## config.mk

```make
export PLATFORM = sky130hd
export DESIGN_NAME = binary_target_locator
export DESIGN_NICKNAME = d
export VERILOG_FILES = /design/src/rtl/binary_target_locator.sv
export SDC_FILE = /design/constraint.sdc
export NUM_CORES = 1
export LEC_CHECK = 0
export ABC_CLOCK_PERIOD_IN_PS = 5400
export CORE_UTILIZATION = 45
export CTS_CLUSTER_DIAMETER = 60
export DETAILED_ROUTE_END_ITERATION = 8
export PLACE_DENSITY = 0.68
export SYNTH_ARGS = -nofsm -noshare
export SYNTH_HDL_FRONTEND = slang
export SYNTH_SLANG_ARGS = --single-unit
```

## constraint.sdc

```tcl
create_clock -name clk -period 5.4 [get_ports clk]
set_clock_uncertainty 0.15 [all_clocks]
set_input_delay 0.81 -clock clk [delete_from_list [all_inputs] [get_ports clk]]
set_output_delay 0.81 -clock clk [all_outputs]
set_load 0.01 [all_outputs]
```

## src/rtl/binary_target_locator.sv

```systemverilog
// rtl/binary_target_locator.sv - per-frame foreground count, bounding box and centre from a binary pixel stream
// Optional LOCATOR_ROI_EN: only foreground pixels inside the ROI_* window are counted.

module binary_target_locator #(
  parameter int IMG_W      = 640,
  parameter int IMG_H      = 480,
  parameter int XW         = 10,
  parameter int YW         = 9,
  parameter int MIN_PIXELS = 16,
  parameter int ROI_X0     = 0,
  parameter int ROI_X1     = IMG_W - 1,
  parameter int ROI_Y0     = 0,
  parameter int ROI_Y1     = IMG_H - 1
) (
  input  logic            clk,
  input  logic            rst,
  input  logic            din,
  input  logic            din_sop,
  input  logic            din_eop,
  input  logic            din_vld,
  output logic            res_vld,
  output logic            obj_found,
  output logic [XW-1:0]   x_min,
  output logic [XW-1:0]   x_max,
  output logic [YW-1:0]   y_min,
  output logic [YW-1:0]   y_max,
  output logic [XW-1:0]   x_cen,
  output logic [YW-1:0]   y_cen,
  output logic [XW+YW-1:0] pix_cnt
);

  localparam int CW = XW + YW;

  localparam logic [1:0] S_IDLE = 2'd0;
  localparam logic [1:0] S_ACC  = 2'd1;
  localparam logic [1:0] S_DONE = 2'd2;

  localparam logic [XW-1:0] X_LAST  = XW'(IMG_W - 1);
  localparam logic [YW-1:0] Y_LAST  = YW'(IMG_H - 1);
  localparam logic [CW-1:0] CNT_MAX = {CW{1'b1}};
  localparam logic [CW-1:0] MIN_CNT = CW'(MIN_PIXELS);

  logic [1:0]    state_q, state_d;
  logic [XW-1:0] x_q, x_d;
  logic [YW-1:0] y_q, y_d;
  logic [CW-1:0] acc_cnt_q, acc_cnt_d;
  logic [XW-1:0] acc_x_min_q, acc_x_min_d;
  logic [XW-1:0] acc_x_max_q, acc_x_max_d;
  logic [YW-1:0] acc_y_min_q, acc_y_min_d;
  logic [YW-1:0] acc_y_max_q, acc_y_max_d;

  logic          res_vld_q, res_vld_d;
  logic          obj_found_q, obj_found_d;
  logic [XW-1:0] x_min_q, x_min_d;
  logic [XW-1:0] x_max_q, x_max_d;
  logic [YW-1:0] y_min_q, y_min_d;
  logic [YW-1:0] y_max_q, y_max_d;
  logic [XW-1:0] x_cen_q, x_cen_d;
  logic [YW-1:0] y_cen_q, y_cen_d;
  logic [CW-1:0] pix_cnt_q, pix_cnt_d;

  logic          take;
  logic          in_roi;
  logic [XW-1:0] x_cur;
  logic [YW-1:0] y_cur;
  logic [CW-1:0] base_cnt;
  logic [XW-1:0] base_x_min;
  logic [XW-1:0] base_x_max;
  logic [YW-1:0] base_y_min;
  logic [YW-1:0] base_y_max;
  logic [XW:0]   x_sum;
  logic [YW:0]   y_sum;

  // A sop pixel is always accepted (even during DONE) and restarts the frame at (0,0).
  assign take  = din_vld && (din_sop || (state_q == S_ACC));
  assign x_cur = din_sop ? '0 : x_q;
  assign y_cur = din_sop ? '0 : y_q;

  assign base_cnt   = din_sop ? '0 : acc_cnt_q;
  assign base_x_min = din_sop ? '1 : acc_x_min_q;
  assign base_x_max = din_sop ? '0 : acc_x_max_q;
  assign base_y_min = din_sop ? '1 : acc_y_min_q;
  assign base_y_max = din_sop ? '0 : acc_y_max_q;

  assign x_sum = {1'b0, acc_x_min_q} + {1'b0, acc_x_max_q};
  assign y_sum = {1'b0, acc_y_min_q} + {1'b0, acc_y_max_q};

`ifdef LOCATOR_ROI_EN
  assign in_roi = (int'(x_cur) >= ROI_X0) && (int'(x_cur) <= ROI_X1) &&
                  (int'(y_cur) >= ROI_Y0) && (int'(y_cur) <= ROI_Y1);
`else
  logic unused_roi_cfg;
  assign in_roi         = 1'b1;
  assign unused_roi_cfg = ^{ROI_X0, ROI_X1, ROI_Y0, ROI_Y1};
`endif

  always_comb begin
    state_d     = state_q;
    x_d         = x_q;
    y_d         = y_q;
    acc_cnt_d   = acc_cnt_q;
    acc_x_min_d = acc_x_min_q;
    acc_x_max_d = acc_x_max_q;
    acc_y_min_d = acc_y_min_q;
    acc_y_max_d = acc_y_max_q;

    if (take) begin
      x_d = (x_cur == X_LAST) ? '0 : x_cur + XW'(1);
      y_d = ((x_cur == X_LAST) && (y_cur != Y_LAST)) ? y_cur + YW'(1) : y_cur;

      acc_cnt_d   = base_cnt;
      acc_x_min_d = base_x_min;
      acc_x_max_d = base_x_max;
      acc_y_min_d = base_y_min;
      acc_y_max_d = base_y_max;

      if (din && in_roi) begin
        acc_cnt_d   = (base_cnt == CNT_MAX) ? CNT_MAX : base_cnt + CW'(1);
        acc_x_min_d = (x_cur < base_x_min) ? x_cur : base_x_min;
        acc_x_max_d = (x_cur > base_x_max) ? x_cur : base_x_max;
        acc_y_min_d = (y_cur < base_y_min) ? y_cur : base_y_min;
        acc_y_max_d = (y_cur > base_y_max) ? y_cur : base_y_max;
      end

      state_d = din_eop ? S_DONE : S_ACC;
    end else if (state_q == S_DONE) begin
      state_d = S_IDLE;
    end
  end

  // Result registers sample the accumulators as they stood at eop; a same-cycle sop only affects *_d.
  always_comb begin
    res_vld_d   = 1'b0;
    obj_found_d = obj_found_q;
    x_min_d     = x_min_q;
    x_max_d     = x_max_q;
    y_min_d     = y_min_q;
    y_max_d     = y_max_q;
    x_cen_d     = x_cen_q;
    y_cen_d     = y_cen_q;
    pix_cnt_d   = pix_cnt_q;

    if (state_q == S_DONE) begin
      res_vld_d = 1'b1;
      pix_cnt_d = acc_cnt_q;
      if (acc_cnt_q >= MIN_CNT) begin
        obj_found_d = 1'b1;
        x_min_d     = acc_x_min_q;
        x_max_d     = acc_x_max_q;
        y_min_d     = acc_y_min_q;
        y_max_d     = acc_y_max_q;
        x_cen_d     = x_sum[XW:1];
        y_cen_d     = y_sum[YW:1];
      end else begin
        obj_found_d = 1'b0;
        x_min_d     = '0;
        x_max_d     = '0;
        y_min_d     = '0;
        y_max_d     = '0;
        x_cen_d     = '0;
        y_cen_d     = '0;
      end
    end
  end

  always_ff @(posedge clk or posedge rst) begin
    if (rst) begin
      state_q     <= S_IDLE;
      x_q         <= '0;
      y_q         <= '0;
      acc_cnt_q   <= '0;
      acc_x_min_q <= '0;
      acc_x_max_q <= '0;
      acc_y_min_q <= '0;
      acc_y_max_q <= '0;
      res_vld_q   <= 1'b0;
      obj_found_q <= 1'b0;
      x_min_q     <= '0;
      x_max_q     <= '0;
      y_min_q     <= '0;
      y_max_q     <= '0;
      x_cen_q     <= '0;
      y_cen_q     <= '0;
      pix_cnt_q   <= '0;
    end else begin
      state_q     <= state_d;
      x_q         <= x_d;
      y_q         <= y_d;
      acc_cnt_q   <= acc_cnt_d;
      acc_x_min_q <= acc_x_min_d;
      acc_x_max_q <= acc_x_max_d;
      acc_y_min_q <= acc_y_min_d;
      acc_y_max_q <= acc_y_max_d;
      res_vld_q   <= res_vld_d;
      obj_found_q <= obj_found_d;
      x_min_q     <= x_min_d;
      x_max_q     <= x_max_d;
      y_min_q     <= y_min_d;
      y_max_q     <= y_max_d;
      x_cen_q     <= x_cen_d;
      y_cen_q     <= y_cen_d;
      pix_cnt_q   <= pix_cnt_d;
    end
  end

  assign res_vld   = res_vld_q;
  assign obj_found = obj_found_q;
  assign x_min     = x_min_q;
  assign x_max     = x_max_q;
  assign y_min     = y_min_q;
  assign y_max     = y_max_q;
  assign x_cen     = x_cen_q;
  assign y_cen     = y_cen_q;
  assign pix_cnt   = pix_cnt_q;

endmodule

```

==> impl_metrics.ini, run 1 <==
[logic_synthesis]
yosysWarnings = 0
synth_ff_type = dfrtp_1
synth_fa_ha_area_share_pct = 7.52
synth_compound_area_share_pct = 17.3
synth-xor-area-share_pct = 1.65
yosysTopAreaCell = dfrtp_1
muxShareOfSynthArea_pct = 4.00
synth.distinct_cells = 84
avgSynthCellArea_um2 = 9.83
yosysTopAreaCellShare_pct = 45.8
synth_top_family_by_area = simple AND/OR/NAND/NOR gates
postSynthCellCount = 866
async_flop_share_pct = 100
ys_ff_latch = 156
synth_area_leaders = dfrtp_1, ha_1, nand2_1
seq_area_frac_synth_pct = 45.8
netlist_area_um2 = 8520
syn_nets = 922
synth_edf_count = 0
synth-simple-area-share_pct = 19.2

[die]
io_pins = 84
chipWidth_um = 140
start_util_pct = 46.6
die_h_um = 140
core_area_um2 = 18300
die_area_um2 = 19500
core.rowCount = 49

[cells_and_area]
fill_cells = 1626
layout_common_cells = dfrtp_1, nand2_1, clkdlybuf4s50_1
area_delta_synth_final_pct = 17.7
diodes = 0
drive_above_1_share_pct = 8.62
final_common_cell = dfrtp_1
fin_nets = 983

[clocking]
cts_setup_buffers = 0
htreeDepth = 4
cts_resized = 0
numCtsBuffers = 17
tritoncts = built
root_buffer = clkbuf_16
cts_buffer_depth = 2
clock_latency_ns = 0.43
clk_pin_slew_ns = 0.07
cts.sinks = 156
hold_buffers = 0

[critical_path]
arrival_ns = 3.95
path_class = in2reg
reg2regPathDepth = 8
reg2reg_from = x_q[9]$_DFFE_PP0P_
startpoint = din_sop
end_kind = flip-flop
cp_max_fo = 37
critPathLaunchType = input port
required_ns = 5.60

[timing]
min_period_ns = 3.76
max_freq_ghz = 0.266
slew_headroom_pct = 39.5
rsz0062_at_grt = no
setup_tns_ns = 0
worstMarginPinSlew_ns = 0.906
hold_viol_final = 0
final-setup-viol-count = 0
fin_crit_sh_pct = 69.5
final_max_slew_viol_count = 0

[placement]
io_buffers = 83
gp_congestion = 0.846
dp_hpwl_um = 13400

[detailed_routing]
routed_wl_um = 19700
drt_iter0_drc = 338
via_per_inst = 5.70
ant_nets = 0
wl_per_cell_um = 16.8
vias = 6664
drc = 0
drtPass1Iterations = 5

[global_routing]
grt_pass1_vias = 6416
grt_max_degree = 101
grt-ovfl-total = 0
antenna_found_initial = 0
grt_pass1_wl_um = 33300
grt.total_usage_pct = 21.4

[power_and_ir_drop]
p_per_area_nw_per_um2 = 278
p_leak_nw = 4.70
ir_worst_vdd_mv = 0.224
p_total_w = 0.00279

[worst_hold_path]
whs_path_depth = 2
holdCritPathClass = reg2reg
min_from = y_cen[2]$_DFFE_PP0P_

[outcome]
status = finished clean

[run]
drv_cap = 0
## per-layer routing
layer / part of all wire (%) / track usage, %
met1: 51 / 31.1
met2: 44 / 32.6
met3: 3.7 / 3.48
met4: 1.7 / 7.40
met5: 0 / 0
## metrics by stage
step | cell area, µm² | utilization (%) | std cells | setup slack, ns | hold WS [ns]
after floorplan | 8520 | - | 866 | 0.233 | 0.289
after global placement | 9460 | 51.8 | 1137 | 1.40 | 0.307
after detailed placement | 9460 | 51.8 | 1137 | 1.27 | 0.312
after CTS | 10000 | 54.9 | 1169 | 1.69 | 0.324
after global routing | 10000 | 54.9 | 1169 | 1.39 | 0.356
final | 10000 | 54.9 | 1169 | 1.64 | 0.330
## path summary, 6_finish.rpt
path | endpoint | slack [ns]
max | acc_x_max_q[0]$_DFFE_PP0P_ | 1.64
min | y_cen[2]$_DFFE_PP0P_ | 0.33
max reg2reg | acc_x_max_q[0]$_DFFE_PP0P_ | 2.56
min reg2reg | y_cen[2]$_DFFE_PP0P_ | 0.33
max in group asynchronous | pix_cnt[16]$_DFFE_PP0P_ | 3.35
min in group asynchronous | x_cen[0]$_DFFE_PP0P_ | 0.81
## synth_stat cells (all sizes together) (4+ instances only)
cell type and count:
ha 48, mux2 6, o21ai 44, o31ai 4
and3 8, nor2 46, nand4 13, and2b 5
nand3 14, inv 32, or4 4, nor3 14
xor2 10, a32o 5, nor4 6, and2 11
o22a 24, o41ai 5, o2111ai 4, a21o 4
nand2b 17, nand2 148, xnor2 6, or3 6
mux2i 25, o21a 8, buf 18, a21oi 38
a31oi 8, a22o 30, dfrtp 156, nor2b 19
clkbuf 32
## cells by family (layout without fill, tap and decap cells)
logic type               Yosys count  in the layout
XOR/XNOR                          16             16
flip-flops                       156            156
buffers and inverters             83            157
adder cells (fa/ha/maj)           50             50
AND/OR/NAND/NOR                  327            327
AO/OA/AOI/OAI                    203            203
multiplexers                      31             31
## area by class of cell
type                            instances  area [µm²]  share of cell area (%)
Multi-Input combinational cell        627        4240                    42.3
Sequential cell                       156        3900                    38.9
Timing Repair Buffer                   92         893                    8.91
Clock buffer                           20         457                    4.56
Tap cell                              229         287                    2.86
Inverter                               33         129                    1.29
Clock inverter                         12         113                    1.12
## critical path, stage by stage
cell     delay, ns
buf_2         0.50
inv_2         0.41
nand2_1       0.23
inv_1         0.10
ha_1          0.30
and4_1        0.25
nand2_1       0.07
nor4b_1       0.32
a311o_1       0.68
mux2i_1       0.27
## state kept, by name (all words and copies together) (netlist names), 10 cells and up
signal / count
acc_cnt_q: 19
acc_x_max_q: 10
acc_x_min_q: 10
pix_cnt: 19
x_cen: 10
x_max: 10
x_min: 10
x_q: 10
## power by group
group / switching [W] / internal [W] / total (W)
combinational: 0.000210 / 0.000135 / 0.000345
sequential: 0.0000683 / 0.00122 / 0.00129
clock: 0.000495 / 0.000661 / 0.00116
total: 0.000773 / 0.00202 / 0.00279
Note: power is estimated with default switching activity, not from simulation.
==> run 2, diff against run 1 <==
- ABC_CLOCK_PERIOD_IN_PS: 5400 -> 3610
- PLACE_DENSITY: 0.68 -> 0.65
- clock period: 5.4 -> 3.61 ns (I/O delays scaled with it)
==> impl_metrics.ini, run 2 (synthesis gave the netlist of run 1 again) <==
[detailed_routing]
via_per_inst = 5.59
wl_per_cell_um = 17.1
vias = 6592
drt_iter0_drc = 389
routed_wl_um = 20200
drtPass1Iterations = 5
drc = 0
ant_nets = 0

[timing]
hold_viol_final = 0
worstMarginPinSlew_ns = 0.804
final_max_slew_viol_count = 0
fin_ws_ns = 0.961
slew_headroom_pct = 46.1
final-setup-viol-count = 0
setup_tns_ns = 0
min_period_ns = 2.65
max_freq_ghz = 0.378
rsz0062_at_grt = no
fin_crit_sh_pct = 73.4

[global_routing]
grt_max_degree = 61
antenna_found_initial = 0
grt_pass1_vias = 6488
grt-ovfl-total = 0
grt.total_usage_pct = 22.0
grt_pass1_wl_um = 34100

[cells_and_area]
final_cell_area_um2 = 10100
fin_nets = 993
final_common_cell = dfrtp_1
fill_cells = 1627
regArea_um2 = 3900
layout_common_cells = dfrtp_1, nand2_1, clkdlybuf4s50_1
diodes = 0
multi_input_comb_area_um2 = 4240
drive_above_1_share_pct = 9.68
area_delta_synth_final_pct = 19.0

[clocking]
htreeDepth = 4
cts_setup_buffers = 0
cts_resized = 0
clock_latency_ns = 0.43
tritoncts = built
numCtsBuffers = 17
cts.sinks = 156
hold_buffers = 0
root_buffer = clkbuf_16
clk_pin_slew_ns = 0.07
cts_buffer_depth = 2

[power_and_ir_drop]
p_per_area_nw_per_um2 = 419
ir_worst_vdd_mv = 0.344
p_leak_nw = 4.75

[placement]
placed_cell_area_um2 = 9560
dp_slack_ns = 0.551
dp_hpwl_um = 14000
gp_congestion = 0.829
io_buffers = 83

[critical_path]
reg2regPathDepth = 7
crit_top_cell = a21o_1
slowest_stage = dfrtp_1
required_ns = 3.77
max_stage_delay_ns = 0.41
ff2ff_setup_slack_ns = 0.96
cp_num_cells = 7
cp_max_fo = 9
crit_buf_inv = 0
path_class = reg2reg
crit_chain = and2b_2 > ha_1 > a21o_1 > a21o_1 > a221oi_1 > o211ai_1 > o22a_1
cp_top_family = compound AO/OA/AOI/OAI gates
end_kind = flip-flop
arrival_ns = 2.81
critPathLaunchType = flip-flop

[die]
chipWidth_um = 140
die_h_um = 140
core.rowCount = 49
die_area_um2 = 19500
start_util_pct = 46.6
io_pins = 84
core_area_um2 = 18300

[run]
drv_cap = 0

[worst_hold_path]
whs_path_depth = 2
holdCritPathClass = reg2reg

[outcome]
status = finished clean
[run 2: cell types whose count changed in the layout (fill, tap and decap cells not counted), sizes merged]
cell      change
clkbuf        -1
clkinv        -6
inv           +4
buf          +10
clkinvlp      +3
[run 2: worst reg2reg max path, cell delays in order (launching register included)]
cell	delay [ns]
dfrtp_1	0.41
and2b_2	0.25
ha_1	0.32
a21o_1	0.19
a21o_1	0.17
a221oi_1	0.32
o211ai_1	0.40
o22a_1	0.33
[run 2: metal layers]
layer | GRT usage, % | vias up | part of all wire [%]
met2 | 33.2 | 131 | 45
li1 | - | 3246 | -
met3 | 3.17 | 28 | 3.1
met4 | 8.73 | 0 | 2.3
met5 | 0 | - | 0
met1 | 31.9 | 3187 | 50
[run 2: path summary, 6_finish.rpt]
check / endpoint / start
worst max-delay path: acc_y_min_q[0]$_DFFE_PP0P_ / y_q[6]$_DFFE_PP0P_
worst min-delay path: y_min[3]$_DFFE_PP0P_ / y_min[3]$_DFFE_PP0P_
worst max register to register: acc_y_min_q[0]$_DFFE_PP0P_ / y_q[6]$_DFFE_PP0P_
worst min register to register: y_min[3]$_DFFE_PP0P_ / y_min[3]$_DFFE_PP0P_
max in group asynchronous: pix_cnt[14]$_DFFE_PP0P_ / rst
min in group asynchronous: x_min[0]$_DFFE_PP0P_ / rst
[run 2: layout make-up]
cell class                      instances  area share, %
Clock buffer                           19           4.47
Clock inverter                         13           1.27
Inverter                               33           1.26
Multi-Input combinational cell        627           41.9
Sequential cell                       156           38.5
Tap cell                              229           2.83
Timing Repair Buffer                  102           9.80
[run 2: stage by stage]
step,hold WS (ns),std cells,power (W),utilization (%)
final,0.326,1179,0.00424,55.5
after CTS,0.335,1179,0.00428,55.5
after global placement,0.311,1147,0.00249,52.3
after floorplan,0.289,866,0.00232,-
after detailed placement,0.311,1147,0.00250,52.3
after global routing,0.350,1179,0.00442,55.5
[run 2: report_power, final]
part | internal [W] | switching (W)
combinational | 0.000211 | 0.000319
sequential | 0.00183 | 0.000106
clock | 0.00100 | 0.000777
total | 0.00304 | 0.00120
==> run 3, diff against run 2 <==
- ABC_CLOCK_PERIOD_IN_PS: 3610 -> 2600
- clock period: 3.61 -> 2.6 ns (I/O delays scaled with it)
==> impl_metrics.ini, run 3 (synthesis gave the netlist of run 1 again) <==
[global_routing]
grt.total_usage_pct = 22.6
grt_max_degree = 80
antenna_found_initial = 0
grt_pass1_vias = 6616
grt_pass1_wl_um = 34900
grt-ovfl-total = 0

[placement]
dp_slack_ns = -0.196
placed_cell_area_um2 = 9980
dp.cells = 1196
io_buffers = 83
dp_hpwl_um = 14900
gp_congestion = 0.885

[detailed_routing]
drt_iter0_drc = 402
via_per_inst = 5.58
vias = 6849
wl_per_cell_um = 17.2
ant_nets = 0
routed_wl_um = 21100
drc = 0
drtPass1Iterations = 5

[clocking]
clk_pin_slew_ns = 0.07
root_buffer = clkbuf_16
numCtsBuffers = 17
cts_buffer_depth = 2
htreeDepth = 4
cts_resized = 0
hold_buffers = 0
tritoncts = built
clock_latency_ns = 0.42
cts_setup_buffers = 0
cts.sinks = 156

[die]
die_h_um = 140
start_util_pct = 46.6
die_area_um2 = 19500
core.rowCount = 49
io_pins = 84
core_area_um2 = 18300
chipWidth_um = 140

[critical_path]
path_class = in2reg
cp_max_fo = 12
arrival_ns = 2.61
ff2ff_setup_slack_ns = 0.19
critPathLaunchType = input port
end_kind = flip-flop
required_ns = 2.79

[timing]
fin_hold_ws_ns = 0.0596
slew_headroom_pct = 56.8
final-setup-viol-count = 0
worstMarginPinSlew_ns = 0.643
hold_viol_final = 0
rsz0062_at_grt = no
fin_crit_sh_pct = 92.9
max_freq_ghz = 0.414
min_period_ns = 2.42
final_max_slew_viol_count = 0
fin_ws_ns = 0.184

[cells_and_area]
final_cells = 1228
diodes = 0
drive_above_1_share_pct = 14.5
multi_input_comb_area_um2 = 4270
regArea_um2 = 3900
area_delta_synth_final_pct = 23.7
layout_common_cells = dfrtp_1, nand2_1, clkdlybuf4s50_1
final_cell_area_um2 = 10500
fin_nets = 1042
final_common_cell = dfrtp_1
fill_cells = 1601

[power_and_ir_drop]
p_leak_nw = 5.00
p_per_area_nw_per_um2 = 552
ir_worst_vdd_mv = 0.473

[worst_hold_path]
holdCritPathClass = in2async

[outcome]
status = finished clean

[run]
drv_cap = 0
==> run 3: cell types whose count changed in the layout (fill, tap and decap cells not counted), sizes merged <==
cell,delta
buf,+49
clkinv,+4
clkinvlp,-1
bufinv,-1
clkbuf,-1
inv,-1
==> run 3: area by class of cell <==
class                      count  area share (%)
tap                          229            2.72
clock buffer                  18            4.17
inverter                      33            1.21
timing repair buffer         151            13.3
sequential                   156            37.1
multi-input combinational    627            40.5
clock inverter                14            1.06
==> run 3: report_power, final <==
part	internal [W]	total [W]	switching, W
registers	0.00254	0.00269	0.000147
logic	0.000335	0.000802	0.000467
clock network	0.00126	0.00233	0.00106
==> run 3: layer usage <==
layer / GRT usage (%) / wire (µm) / vias up
met5: 0 / 0 / -
met2: 35.2 / 9630 / 154
met1: 32.9 / 10500 / 3344
li1: - / - / 3338
met3: 3.75 / 743 / 13
met4: 5.55 / 184 / 0
==> run 3: metrics by stage <==
step	total power [W]	util (%)	TNS, ns
2_1_floorplan	0.00323	-	-2.43
3_3_place_gp	0.00351	54.7	-3.29
3_5_place_dp	0.00353	54.7	-5.29
4_1_cts	0.00587	57.7	0
5_1_grt	0.00608	57.7	0
6_report	0.00582	57.7	0
==> run 3: critical path, stage by stage <==
cell and delay (ns):
buf_2 0.17, inv_2 0.23, buf_4 0.21, nand2_1 0.07
ha_1 0.29, and4_1 0.23, nand2_1 0.06, nor4b_1 0.35
a311o_1 0.24, buf_12 0.16, mux2i_1 0.20
==> run 3: worst paths after layout <==
path,from,end,cells past startpoint
hold reg to reg,y_cen[5]$_DFFE_PP0P_,y_cen[5]$_DFFE_PP0P_,2
min in group clk,y_cen[5]$_DFFE_PP0P_,y_cen[5]$_DFFE_PP0P_,2
max in group asynchronous,rst,y_q[5]$_DFFE_PP0P_,3
setup reg to reg,x_q[7]$_DFFE_PP0P_,acc_x_max_q[2]$_DFFE_PP0P_,9
hold / removal,rst,x_max[1]$_DFFE_PP0P_,2
setup / recovery,din_sop,acc_x_max_q[2]$_DFFE_PP0P_,11
